$ cat src/rtl/asm_loop_ctrl.sv
// ASM start/step/finish loop sequencer with Mealy enables, hold, iteration-limit timeout
// and a cool-down gap before the next start can be accepted.
module asm_loop_ctrl #(
    parameter int DATA_W    = 32,
    parameter int COND_MODE = 0,
    parameter int MAX_ITER  = 16,
    parameter int CNT_W     = 8,
    parameter int GAP       = 2
) (
    input  logic              clk,
    input  logic              rst,
    input  logic              hold,
    input  logic [DATA_W-1:0] cond_start,
    input  logic [DATA_W-1:0] cond_done,
    output logic              en_load,
    output logic              en_step,
    output logic              en_finish,
    output logic              busy,
    output logic              timeout,
    output logic [CNT_W-1:0]  iter_cnt,
    output logic [1:0]        state_o
);
    localparam int GW = (GAP < 2) ? 1 : $clog2(GAP + 1);

    typedef enum logic [1:0] {IDLE = 2'd0, RUN = 2'd1, WAIT = 2'd2} state_t;

    // A zero gap skips WAIT entirely, so the run exits straight to IDLE.
    localparam state_t EXIT_ST = (GAP == 0) ? IDLE : WAIT;

    state_t            state_q;
    logic [CNT_W-1:0]  iter_q;
    logic [GW-1:0]     gap_q;
    logic              timeout_q;
    logic              busy_q;

    function automatic logic cond_true(input logic [DATA_W-1:0] w);
        if (COND_MODE != 0) return w != '0;
        else                return w == DATA_W'(1);
    endfunction

    logic start_ok, done_ok, last_step;
    assign start_ok  = cond_true(cond_start);
    assign done_ok   = cond_true(cond_done);
    assign last_step = (iter_q == CNT_W'(MAX_ITER - 1));

    always_comb begin
        en_load   = 1'b0;
        en_step   = 1'b0;
        en_finish = 1'b0;
        if (rst && !hold) begin
            case (state_q)
                IDLE:    en_load = start_ok;
                RUN: begin
                    if (done_ok) en_finish = 1'b1;
                    else         en_step   = 1'b1;
                end
                default: ;
            endcase
        end
    end

    always_ff @(posedge clk) begin
        if (!rst) begin
            state_q   <= IDLE;
            iter_q    <= '0;
            gap_q     <= '0;
            timeout_q <= 1'b0;
            busy_q    <= 1'b0;
        end else begin
            case (state_q)
                IDLE: begin
                    if (en_load) begin
                        state_q   <= RUN;
                        iter_q    <= '0;
                        timeout_q <= 1'b0;
                        busy_q    <= 1'b1;
                    end
                end
                RUN: begin
                    if (en_finish) begin
                        state_q <= EXIT_ST;
                        gap_q   <= GW'(GAP);
                        busy_q  <= (GAP != 0);
                    end else if (en_step) begin
                        iter_q <= iter_q + 1'b1;
                        if (last_step) begin
                            timeout_q <= 1'b1;
                            state_q   <= EXIT_ST;
                            gap_q     <= GW'(GAP);
                            busy_q    <= (GAP != 0);
                        end
                    end
                end
                WAIT: begin
                    if (!hold) begin
                        if (gap_q <= GW'(1)) begin
                            state_q <= IDLE;
                            gap_q   <= '0;
                            busy_q  <= 1'b0;
                        end else begin
                            gap_q <= gap_q - 1'b1;
                        end
                    end
                end
                default: begin
                    state_q <= IDLE;
                    busy_q  <= 1'b0;
                end
            endcase
        end
    end

    assign busy     = busy_q;
    assign timeout  = timeout_q;
    assign iter_cnt = iter_q;
    assign state_o  = state_q;

endmodule

$ cat config.mk
export PLATFORM = sky130hd
export DESIGN_NAME = asm_loop_ctrl
export DESIGN_NICKNAME = d
export VERILOG_FILES = /design/src/rtl/asm_loop_ctrl.sv
export SDC_FILE = /design/constraint.sdc
export NUM_CORES = 1
export LEC_CHECK = 0
export ABC_AREA = 1
export ABC_CLOCK_PERIOD_IN_PS = 1700
export CAP_MARGIN = 20
export CORE_MARGIN = 2
export CORE_UTILIZATION = 34
export CTS_CLUSTER_DIAMETER = 40
export CTS_CLUSTER_SIZE = 28
export DETAILED_ROUTE_END_ITERATION = 10
export PLACE_DENSITY_LB_ADDON = 0.15
export SYNTH_ARGS = -nofsm -noshare
export SYNTH_HDL_FRONTEND = slang
export SYNTH_SLANG_ARGS = --single-unit
$ cat constraint.sdc
create_clock -name clk -period 1.7 [get_ports clk]
set_input_delay 0.51 -clock clk [delete_from_list [all_inputs] [get_ports clk]]
set_output_delay 0.51 -clock clk [all_outputs]
set_load 0.03 [all_outputs]
==> results.json, run 1 <==
{
  "status": "finished, violations left",
  "violations": "negative setup slack",
  "areaGrowthSynthToFinish_pct": 89.3,
  "power_density_mw_per_mm2": 344,
  "ir_worst_vdd_mv": 0.345,
  "cts_buffers": 3,
  "multiInputGateArea_um2": 808,
  "rsz0062_at_grt": "true",
  "dpl_cell_area_mm2": 0.00211,
  "synth_fa_ha_area_share_pct": 1.11,
  "clockBufferDepth": 2,
  "synth-seq-area-share_pct": 25.0,
  "synth_mux_area_share_pct": 0,
  "setup-violations-final": 3,
  "drt_wl_total_um": 3570,
  "arrival_ns": 1.30,
  "htree_levels": 1,
  "fmax_ghz": 0.551,
  "synthSimpleGateAreaFrac_pct": 49.1,
  "dr.pass1.iters": 4,
  "synthCells": 200,
  "layout_common_cells": "nand2_1, nor2_1, buf_2",
  "maxCapViolCount": 0,
  "nets": 377,
  "cts_sinks": 14,
  "dieWidth_um": 61.5,
  "cts_tree": "done",
  "core_mm2": 0.00310,
  "io_buffer_count": 81,
  "globalplace.congestion": 0.844,
  "grt_pass1_vias": 1476,
  "setup-tns-final_ns": -0.288,
  "wire_per_inst_um": 10.1,
  "synth_xor_area_share_pct": 3.12,
  "antenna_found_initial": 0,
  "numPlacedInstances": 341,
  "worst-setup-path-type": "primary input to output pin",
  "synth_top_family_by_area": "simple AND/OR/NAND/NOR gates",
  "die_h_um": 61.5,
  "synth_compound_area_share_pct": 8.92,
  "num_vias": 1547,
  "ioPinCount": 82,
  "slew_violations": 0,
  "fin_cells": 352,
  "grt_max_degree": 11,
  "nFillCells": 315,
  "finalCriticalPeriod_ns": 1.81,
  "fin_crit_sh_pct": 107,
  "yosys.cell_types.count": 25,
  "yosys_warnings": 0,
  "grt-ovfl-total": 0,
  "min_path_type": "flip-flop to flip-flop",
  "syn_area_per_cell_um2": 5.61,
  "tightest_slew_ns": 0.324,
  "grt_pass1_wl_um": 5650,
  "fin_skew_ns": 0.00296,
  "drtIter0Drc": 72,
  "required_ns": 1.19,
  "diodes": 0,
  "start_util_pct": 36.2,
  "slew_headroom_pct": 78.5,
  "critPathMaxFanout": 2,
  "via_per_inst": 4.39,
  "design.die.area_mm2": 0.00378,
  "register_area_um2": 288,
  "hold_buffers": 0,
  "drive_above_1_share_pct": 40.6,
  "leakagePower_nw": 1.10,
  "layout_commonest_cell": "nand2_1",
  "rows": 20,
  "ys_ff_latch": 14,
  "setup.worst_path.start_class": "primary input",
  "grt_usage_pct": 19.6,
  "finalInstanceArea_mm2": 0.00212,
  "clkTransAtPathRegs_ns": 0.09,
  "final_antenna_net_count": 0,
  "syn_nets": 268,
  "place_hpwl_um": 2640,
  "remaining_drc_errors": 0,
  "insertion_delay_ns": 0.29,
  "syn-cell-area_mm2": 0.00112,
  "cts-root-buf": "clkbuf_4",
  "hold_viol": 0,
  "end_kind": "output pin",
  "layout_setup_ws_ns": -0.114
}
## critical path, stage by stage
cell and delay (ns):
clkdlybuf4s15_1 0.16, nor2_1 0.08, nand2_1 0.05, nor2_1 0.10, nand3_1 0.12, nor2_4 0.14, buf_6 0.14
## worst paths after layout
kind                                     start          end  slack [ns]  cells after the start
worst max-delay path            cond_start[26]      en_load       -0.11                      7
worst min register to register            busy         busy        0.45                      2
worst min-delay path                      busy         busy        0.45                      2
worst max register to register      state_o[0]  iter_cnt[0]        0.04                     14
## cell type report
class	instances	area share, %
sequential	14	13.5
multi-input combinational	150	38.0
inverter	36	7.18
timing repair buffer	104	36.9
clock buffer	4	1.71
tap	44	2.59
## repair_timing
action                     in CTS  in global routing
resized for setup             183                 62
setup endpoints to repair      29                 16
buffers inserted                5                  3
pin swaps                      65                 40
cloned                          1                  0
## routing by layer
metal	vias up	GRT usage, %	part of all wire [%]
met5	-	0	0
met2	55	33.1	49
met3	4	5.46	6.5
li1	827	-	-
met4	0	6.38	1.1
met1	661	24.1	43
## per-stage QoR
step / power, W / worst slack [ns] / hold slack, ns / utilization [%]
finish: 0.000731 / -0.114 / 0.449 / 68.5
global route: 0.000770 / -0.183 / 0.490 / 68.5
global placement: 0.000532 / -0.503 / 0.438 / 67.9
CTS: 0.000735 / -0.195 / 0.452 / 66.8
detailed placement: 0.000534 / -0.545 / 0.441 / 67.9
floorplan: 0.000374 / 0.0150 / 0.473 / -
## synth_stat cells, drive strengths merged
cell type,instances,share of area (%)
nand4,4,2.2
a22oi,1,0.67
nand3,12,5.4
xor2,2,1.6
ha,1,1.1
nor3b,1,0.67
clkbuf,1,0.33
nand3b,1,0.67
nor4,1,0.56
o21ai,2,0.89
and2,1,0.56
nand2,59,21
nor3,1,0.45
clkinv,1,0.78
xnor2,2,1.6
a21oi,12,7.4
nor2,49,18
dfxtp,14,25
inv,35,12
## state kept, by name, indices dropped and copies added, names as in the netlist
| name | count |
|---|---|
| timeout | 1 |
| gap_q | 2 |
| state_o | 2 |
| busy | 1 |
| iter_cnt | 8 |
## cells by family after synthesis
family          count (synthesis)
simple gates                  129
buf+inv                        37
compound gates                 15
flops                          14
xor+xnor                        4
fa+ha+maj                       1
## power by group
group          total [W]  internal [W]       switching (W)
clock network   0.000250      0.000130            0.000120
registers       0.000324      0.000324  0.0000000000000257
logic           0.000156     0.0000999           0.0000562
(Power assumes the default switching activity.)
==> run 2: changes to the inputs <==
--- a/config.mk
+++ b/config.mk
@@ -14,6 +14,7 @@
 export CTS_CLUSTER_SIZE = 28
 export DETAILED_ROUTE_END_ITERATION = 10
 export PLACE_DENSITY_LB_ADDON = 0.15
+export SLEW_MARGIN = 5
 export SYNTH_ARGS = -nofsm -noshare
 export SYNTH_HDL_FRONTEND = slang
 export SYNTH_SLANG_ARGS = --single-unit
==> results of run 2 <==
The final DEF is identical to that of run 1; final timing and power are the same.
==> run 3: changes to the inputs <==
--- a/config.mk
+++ b/config.mk
@@ -14,7 +14,6 @@
 export CTS_CLUSTER_SIZE = 28
 export DETAILED_ROUTE_END_ITERATION = 10
 export PLACE_DENSITY_LB_ADDON = 0.15
-export SLEW_MARGIN = 5
 export SYNTH_ARGS = -nofsm -noshare
 export SYNTH_HDL_FRONTEND = slang
 export SYNTH_SLANG_ARGS = --single-unit
==> results of run 3 <==
The final DEF is identical to that of run 1; final timing and power are the same.
